<file path="config.mk">
export PLATFORM = sky130hd
export DESIGN_NAME = turn_ctrl
export DESIGN_NICKNAME = d
export VERILOG_FILES = /design/src/rtl/game_pkg.sv /design/src/rtl/btn_edge_sync.sv /design/src/rtl/turn_ctrl.sv
export SDC_FILE = /design/constraint.sdc
export NUM_CORES = 1
export LEC_CHECK = 0
export ABC_AREA = 0
export CAP_MARGIN = 30
export CORE_ASPECT_RATIO = 0.5
export CORE_UTILIZATION = 56
export DETAILED_ROUTE_END_ITERATION = 8
export DONT_BUFFER_PORTS = 1
export GPL_ROUTABILITY_DRIVEN = 1
export GPL_TIMING_DRIVEN = 1
export PLACE_DENSITY = 0.85
export REMOVE_ABC_BUFFERS = 1
export SYNTH_ARGS = -nofsm -noshare
export SYNTH_HDL_FRONTEND = slang
export SYNTH_HIERARCHICAL = 1
export SYNTH_SLANG_ARGS = --single-unit
</file>
<file path="constraint.sdc">
create_clock -name clk -period 2.19 [get_ports clk]
set_clock_uncertainty 0.15 [all_clocks]
set_input_delay 0 -clock clk [delete_from_list [all_inputs] [get_ports clk]]
set_output_delay 0 -clock clk [all_outputs]
set_load 0.01 [all_outputs]
</file>
<file path="src/rtl/game_pkg.sv">
// Shared constants, FSM state encoding and the board-position wrap helper for
// the chicken board game logic.
package game_pkg;

  localparam int BOARD_LEN = 24;
  localparam int NUM_CARDS = 12;
  localparam int POS_W     = 5;
  localparam int CARD_W    = 4;

  typedef enum logic [2:0] {
    ST_IDLE,
    ST_LOOKUP,
    ST_COMPARE,
    ST_ADVANCE,
    ST_MISS
  } state_e;

  // Step one tile forward around the looped board.
  function automatic logic [POS_W-1:0] next_pos(input logic [POS_W-1:0] pos,
                                                input int               board_len);
    if (int'(pos) == board_len - 1) begin
      return '0;
    end
    return pos + 1'b1;
  endfunction

endpackage

</file>
<file path="src/rtl/btn_edge_sync.sv">
// Two-flop synchronizer followed by a rising-edge detector; turns an
// asynchronous button level into a single-cycle press pulse.
module btn_edge_sync (
  input  logic clk,
  input  logic rst_n,
  input  logic btn_i,
  output logic press_o
);

  logic meta_q;
  logic sync_q;
  logic prev_q;

  always_ff @(posedge clk or negedge rst_n) begin
    if (!rst_n) begin
      meta_q <= 1'b0;
      sync_q <= 1'b0;
      prev_q <= 1'b0;
    end else begin
      meta_q <= btn_i;
      sync_q <= meta_q;
      prev_q <= sync_q;
    end
  end

  assign press_o = sync_q & ~prev_q;

endmodule

</file>
<file path="src/rtl/turn_ctrl.sv">
// Turn controller: matches the flipped card against the tile ahead of the
// current player, pulses that player's advance enable or rotates the turn.
module turn_ctrl #(
  parameter int BOARD_LEN = game_pkg::BOARD_LEN,
  parameter int NUM_CARDS = game_pkg::NUM_CARDS,
  parameter int POS_W     = game_pkg::POS_W,
  parameter int CARD_W    = game_pkg::CARD_W
) (
  input  logic                 clk,
  input  logic                 rst_n,
  input  logic [4:0]           num_players,
  input  logic                 btn,
  input  logic [CARD_W-1:0]    card_sel,
  input  logic [POS_W-1:0]     pos_cur,
  input  logic [CARD_W-1:0]    tile_pic,
  output logic [POS_W-1:0]     tile_addr,
  output logic [1:0]           cur_player,
  output logic [3:0]           p_da,
  output logic                 miss,
  output logic [NUM_CARDS-1:0] flipped,
  output logic                 busy
);

  import game_pkg::*;

  logic                 press;
  state_e               state_q;
  logic [CARD_W-1:0]    card_q;
  logic [NUM_CARDS-1:0] flipped_q;
  logic [POS_W-1:0]     tile_addr_q;
  logic [1:0]           cur_player_q;
  logic [3:0]           p_da_q;
  logic                 miss_q;
  logic                 busy_q;

  logic [2:0]           n_eff;
  logic                 accept;
  logic [1:0]           rot_next;

  btn_edge_sync u_btn_sync (
    .clk     (clk),
    .rst_n   (rst_n),
    .btn_i   (btn),
    .press_o (press)
  );

  // Illegal player counts fall back to a two-player game.
  always_comb begin
    n_eff = 3'd2;
    if (num_players >= 5'd2 && num_players <= 5'd4) begin
      n_eff = num_players[2:0];
    end
  end

  always_comb begin
    accept = 1'b0;
    if (press && (32'(card_sel) < NUM_CARDS)) begin
      accept = ~flipped_q[card_sel];
    end
  end

  // A stale cur_player beyond a shrunken player count also wraps to 0 here.
  always_comb begin
    rot_next = cur_player_q + 2'd1;
    if ({1'b0, cur_player_q} >= (n_eff - 3'd1)) begin
      rot_next = '0;
    end
  end

  always_ff @(posedge clk or negedge rst_n) begin
    if (!rst_n) begin
      state_q      <= ST_IDLE;
      card_q       <= '0;
      flipped_q    <= '0;
      tile_addr_q  <= '0;
      cur_player_q <= '0;
      p_da_q       <= '0;
      miss_q       <= 1'b0;
      busy_q       <= 1'b0;
    end else begin
      p_da_q <= '0;
      miss_q <= 1'b0;
      case (state_q)
        ST_IDLE: begin
          if (accept) begin
            card_q              <= card_sel;
            flipped_q[card_sel] <= 1'b1;
            tile_addr_q         <= next_pos(pos_cur, BOARD_LEN);
            state_q             <= ST_LOOKUP;
            busy_q              <= 1'b1;
          end
        end
        ST_LOOKUP: begin
          state_q <= ST_COMPARE;
        end
        ST_COMPARE: begin
          if (tile_pic == card_q) begin
            p_da_q  <= 4'b0001 << cur_player_q;
            state_q <= ST_ADVANCE;
          end else begin
            miss_q    <= 1'b1;
            flipped_q <= '0;
            state_q   <= ST_MISS;
          end
        end
        ST_ADVANCE: begin
          state_q <= ST_IDLE;
          busy_q  <= 1'b0;
        end
        ST_MISS: begin
          cur_player_q <= rot_next;
          state_q      <= ST_IDLE;
          busy_q       <= 1'b0;
        end
        default: begin
          state_q <= ST_IDLE;
          busy_q  <= 1'b0;
        end
      endcase
    end
  end

  assign tile_addr  = tile_addr_q;
  assign cur_player = cur_player_q;
  assign p_da       = p_da_q;
  assign miss       = miss_q;
  assign flipped    = flipped_q;
  assign busy       = busy_q;

endmodule

</file>
Yosys cells after proc, flatten, opt, wreduce, memory -nomap -nowiden
Index checks and enable logic that the tools add are counted.

cells by class
  $lt $le $gt $ge = 6
  eq/ne operators = 7
  add/sub/neg operators = 3
  reductions and logical operators = 9
  shift-type cells = 1
  bitwise operators = 5
  muxes and demuxes = 24

operator list
  kind                                                            number
  two-way mux 12 bit                                              2
  one-hot mux 12 bit (2 select lines)                             1
  bitwise OR 12 bit                                               1
  two-way mux 5 bit                                               2
  two-way mux 1 bit                                               9
  two-way mux 3 bit                                               3
  one-hot mux 3 bit (3 select lines)                              1
  two-way mux 4 bit                                               2
  adder 5 x 1 -> 5 bit, second input constant                     1
  equality test 5 bit, second input constant                      1
  >= comparator 5 x 2 -> 1 bit, second input constant             1
  less-or-equal comparator 5 x 3 -> 1 bit, second input constant  1
  < comparator 4 x 5 -> 1 bit, second input constant              1
  binary-select mux 1 bit (select 4 bit)                          1
  demux 1 bit (select 4 bit)                                      1
  equality test 4 bit                                             1
  >= comparator 4 x 1 -> 1 bit, second input constant             1
  < comparator 4 bit, second input constant                       1
  inequality test 2 bit, second input constant                    2
  AND reduction 2 bit                                             2
  << shifter 1 x 2 -> 4 bit, first input constant                 1
  equality test 3 x 1 -> 1 bit, second input constant             1
  equality test 3 x 2 -> 1 bit, second input constant             1
  equality test 3 bit, second input constant                      1
  12 further kinds                                                16

word-level totals
  logic and storage cells = 66
  bits in registers = 35
  output and inout bits = 25
  input port bits = 21

Depth between registers and ports, before layout
  depth after elaboration = 7
  gate-level depth with buffers = 7
  mapped depth without buffers = 7

Modules after synthesis
Netlist, hierarchy kept.

modules (own cells, without submodules)
  module         sequential area each (µm²)  cells an instance  area an instance (µm²)  instances
  turn_ctrl      800.8                       146                1,675.4                 1
  btn_edge_sync  75.1                        4                  88.8                    1

Least setup slack after synthesis
Ideal clock, no wire load.

  kind = flip-flop to flip-flop
  start point = register state_q[2]
  end point = register card_q[1]
  cell stages (with the launch flop) = 6
  setup slack = 0.046 ns
  buffers on the path = 1
  data arrival time = 1.869 ns
  path through = dfrtp_1 -> buf_2 -> or4b_4 -> nor4b_4 -> a21oi_4 -> mux2_4

between the ends
  word-level cells in the longest chain between the ends = 2

ends and longest elaborated chain
  element                               line             text
  start: declaration                    turn_ctrl.sv:27  state_e state_q;
  start signal: assignment              turn_ctrl.sv:72  state_q <= ST_IDLE;
  start signal: assignment              turn_ctrl.sv:89  state_q <= ST_LOOKUP;
  start signal: assignment              turn_ctrl.sv:94  state_q <= ST_COMPARE;
  zero test 3 bit                       turn_ctrl.sv:83  case (state_q)
  AND reduction 2 bit (no source line)  n/a
  end signal: assignment                turn_ctrl.sv:86  card_q <= card_sel;
  end: declaration                      turn_ctrl.sv:28  logic [CARD_W-1:0] card_q;

Every way passes these cells.
A chain may end at the register's enable or synchronous reset.

Final worst setup path
  start point = input port pos_cur[4]
  end point = register tile_addr_q[4] (netlist: tile_addr[4])

between the ends
  word-level cells in the longest chain between the ends = 5
  elaborated cells between the ends (all ways) = 6
  classes of those cells = add/sub (1); eq/ne (1); mux (4)

ends and longest elaborated chain
  element                 line             text
  start: declaration      turn_ctrl.sv:14  input logic [POS_W-1:0] pos_cur,
  equality test 5 bit     game_pkg.sv:21   if (int'(pos) == board_len - 1) begin
  two-way mux 1 bit       game_pkg.sv:21
  two-way mux 1 bit       turn_ctrl.sv:85  if (accept) begin
  two-way mux 1 bit       turn_ctrl.sv:83
  two-way mux 5 bit (*)   game_pkg.sv:24   return pos + 1'b1;
  end signal: assignment  turn_ctrl.sv:88  tile_addr_q <= next_pos(pos_cur, BOARD_LEN);
  end: declaration        turn_ctrl.sv:30  logic [POS_W-1:0] tile_addr_q;

Every way passes the cells marked *; elsewhere a longest branch is shown, timed or not. The select of a mux whose other input is x is not followed.

==> Flow_metrics.wiki <==
{| class="wikitable"
! Metric !! Value
|-
| Launch point of the worst path || pos_cur[4]
|-
| Via count of the routed design || roughly 1300
|-
| Yosys warns || 6
|-
| PostCTS Resize Cnt || 0
|-
| Layer carrying the most global-route usage || met2
|-
| Total routed wirelength || 3920 µm
|-
| Cells after synthesis || 150
|-
| GR Layer Usage met1 || 0.328
|-
| Met3 usage in global routing || 0.103
|-
| Cell area after placement || 0.00184 mm²
|-
| Number of remaining DRC errors || 0
|-
| Number of rows in the core area || 13
|-
| Worst setup slack before clock tree synthesis || about 0.040 ns
|-
| Sink Count || 35
|-
| Number of input and output port buffers inserted || 0
|-
| Startpoint type of the worst setup path || primary input
|-
| Final estimated routing congestion in global placement || approximately 0.77
|-
| Hold Fails Final Rpt || 0
|-
| Highest attainable clock frequency || ~460 MHz
|-
| Crit Path Max Fanout || 4
|-
| Max capacitance violation total || 0
|-
| Number of diodes || 0
|-
| I/O Pins || between 40 and 50
|-
| Minimum setup slack in the final design || approximately 0.035 ns
|-
| Antenna violations before repair || 0
|-
| Routing usage on met2 || 0.402
|-
| Register-to-register setup slack || 0.11 ns
|-
| Unrepaired setup endpoints after global routing || no
|-
| Headroom to the max-slew limit || 0.580
|-
| Final setup fails || 0
|-
| Avg Inst Size Synth || roughly 12 µm²
|-
| H-Tree Depth || 2
|-
| Floorplan Core Area || 0.00278 mm²
|-
| Detailed-router iteration count before antenna repair || 4
|-
| Avg WL per Cell || about 18 µm
|-
| Part of the Yosys area used for sequential elements || 0.496
|-
| Leakage power total || around 1.0 nW
|-
| Leading cell type in the layout, fill and taps excluded || sky130_fd_sc_hd__dfrtp_1
|-
| Crit path arrival time || ~2.2 ns
|-
| Areal power density over the cells || between 1000 and 1500 mW/mm²
|-
| Gr ovfl total || 0
|-
| Startpoint of the worst register-to-register path || flipped[9]$_DFFE_PN0P_
|-
| Die span in y || approximately 42 µm
|-
| Ratio of final minimum period to clock period || 0.984
|-
| Share of flip-flops with an asynchronous set or reset after synthesis || 1.00
|-
| TritonCTS buffer count || 5
|-
| Most used cells in the layout excluding fill and tap cells || sky130_fd_sc_hd__dfrtp_1, sky130_fd_sc_hd__dlygate4sd3_1, sky130_fd_sc_hd__nor2_1, sky130_fd_sc_hd__nand2_1
|-
| Layout cells sized above 1 || 0.189
|-
| Required time of the critical path || roughly 2.2 ns
|-
| CTS tree || done
|-
| Design area || around 0.0022 mm²
|-
| Nets@finish || 208
|-
| Buffers from clock root to sink, at most || 2
|-
| Final period demand of the worst path || 2.16 ns
|-
| Fraction of the core area covered by cells at the end of the flow || 0.774
|-
| Crit Path Category || primary input to flop
|-
| Root Buffer Master || sky130_fd_sc_hd__clkbuf_8
|-
| PnR Total Power || 2.54 mW
|-
| DPL Wire Length || around 2400 µm
|-
| Clock network latency to the later pin of the worst-skew pair || 0.29 ns
|-
| Iteration-0 DRC count of the detailed router || 75
|-
| Cells on worst reg2reg path || 4
|-
| Post-synth top flop || sky130_fd_sc_hd__dfrtp_1
|-
| Width of the die || between 80 and 90 µm
|-
| Vias in the first global route || about 1300
|-
| Wire length of the first global-routing pass || approximately 6300 µm
|-
| Worst hold path type || primary input to flop
|-
| Register bit total from synthesis || 35
|-
| Hold path cells || 4
|-
| Run status || complete, no violations
|-
| Transition time at the pin with the least slew margin || between 0.6 and 0.7 ns
|-
| Final standard cell count with taps included and fillers excluded || approximately 220
|-
| Area growth from synthesis to final layout || 22.0%
|-
| Largest net degree at the start of global routing || 36
|-
| Initial standard-cell utilization of the core || 0.634
|-
| Synthesized cell area || approximately 0.0018 mm²
|-
| Final total negative setup slack || 0 ns
|-
| Crit path capture type || flop
|-
| Post-synth cell types || 39
|-
| Maximum vdd drop || approximately 630 µV
|-
| Number of cells after detailed placement || 190
|-
| Number of flops mapped to enable cells by yosys || 0
|-
| Hold Crit Start || num_players[4]
|-
| Area enclosed by the die boundary || around 0.0034 mm²
|-
| GR Util All Layers || 0.263
|-
| Clock slew seen by the registers of the worst setup and hold paths || 0.07 ns
|-
| Total count of max-transition violations in the final report || 0
|-
| Worst min-delay path endpoint || cur_player[1]$_DFFE_PN0N_
|-
| Post-DRT Antenna Nets || 0
|-
| Layout fillers || 180
|-
| R2r endpoint || card_q[1]$_DFFE_PN0P_
|-
| Worst Hold Slack || approximately 0.019 ns
|-
| Buffers inserted during post-CTS setup optimization || 0
|-
| Per-cell via count in the routed design || roughly 6.0
|}
[layout make-up]
type | instances | area, µm² | area share
repair buffers | 27 | 258 | 0.120
flip-flops and latches | 35 | 876 | 0.407
clock inverters | 3 | 43.8 | 0.0203
multi-input cells | 105 | 841 | 0.391
clock buffers | 5 | 68.8 | 0.0320
well taps | 37 | 46.3 | 0.0215
inverters | 5 | 18.8 | 0.00872
[routing by layer]
metal / vias up / share of wire
met3: 10 / 0.071
met5: - / 0
li1: 590 / -
met1: 634 / 0.44
met4: 0 / 0.025
met2: 59 / 0.46
[worst max path at each step]
stage,to,cells after the start
CTS,flipped[6]$_DFFE_PN0P_,5
global route,tile_addr[4]$_DFFE_PN0P_,6
floorplan,flipped[0]$_DFFE_PN0P_,4
detailed placement,flipped[6]$_DFFE_PN0P_,5
finish,tile_addr[4]$_DFFE_PN0P_,6
global placement,card_q[1]$_DFFE_PN0P_,4
[kinds of logic (layout without fill, tap and decap cells)]
logic type / after synthesis / after routing / share of synthesized area
XOR/XNOR: 5 / 5 / 0.0248
flip-flops: 35 / 35 / 0.496
AND/OR/NAND/NOR: 55 / 55 / 0.187
multiplexers: 14 / 14 / 0.116
AO/OA/AOI/OAI: 23 / 23 / 0.0894
adder cells (fa/ha/maj): 8 / 8 / 0.0567
buffers and inverters: 10 / 40 / 0.0305
[worst max-delay path: stages]
cell                            delay (ns)
sky130_fd_sc_hd__dlygate4sd3_1        0.59
sky130_fd_sc_hd__nand2_1              0.09
sky130_fd_sc_hd__dlygate4sd3_1        0.58
sky130_fd_sc_hd__o21ai_0              0.10
sky130_fd_sc_hd__dlygate4sd3_1        0.56
sky130_fd_sc_hd__mux2_4               0.26
[sequential cells by signal, indices dropped and copies added (netlist names)]
register	flops
u_btn_sync/meta_q	1
busy	1
flipped	12
p_da	4
u_btn_sync/prev_q	1
miss	1
cur_player	2
u_btn_sync/sync_q	1
tile_addr	5
card_q	4
state_q	3
[power breakdown]
part	internal (mW)	switching [mW]
Combinational	0.400	0.359
Sequential	0.888	0.307
Clock	0.339	0.243
Total	1.63	0.908
[synth_stat cells, types with 2 or more instances]
cell type | count | area share
sky130_fd_sc_hd__a21oi_1 | 7 | 0.020
sky130_fd_sc_hd__and3_1 | 3 | 0.011
sky130_fd_sc_hd__nand3b_1 | 2 | 0.0085
sky130_fd_sc_hd__mux2i_1 | 5 | 0.028
sky130_fd_sc_hd__inv_1 | 4 | 0.0085
sky130_fd_sc_hd__nand3_1 | 2 | 0.0057
sky130_fd_sc_hd__nand2b_1 | 5 | 0.018
sky130_fd_sc_hd__o21ai_0 | 4 | 0.011
sky130_fd_sc_hd__nor3_1 | 2 | 0.0057
sky130_fd_sc_hd__nor4b_1 | 2 | 0.0099
sky130_fd_sc_hd__dfrtp_1 | 35 | 0.50
sky130_fd_sc_hd__nor2_1 | 14 | 0.030
sky130_fd_sc_hd__mux2_4 | 7 | 0.060
sky130_fd_sc_hd__nand2_1 | 10 | 0.021
sky130_fd_sc_hd__and2_1 | 4 | 0.014
sky130_fd_sc_hd__a31oi_1 | 3 | 0.011
sky130_fd_sc_hd__a41oi_1 | 6 | 0.030
sky130_fd_sc_hd__ha_1 | 8 | 0.057
sky130_fd_sc_hd__buf_6 | 2 | 0.013
sky130_fd_sc_hd__xor2_1 | 5 | 0.025
sky130_fd_sc_hd__clkbuf_1 | 2 | 0.0043
[repair_timing]
action,CTS,global route
hold buffers,17,1
endpoints found under the setup margin,0,0
hold endpoints to repair,59,8
(Power assumes the default switching activity.)
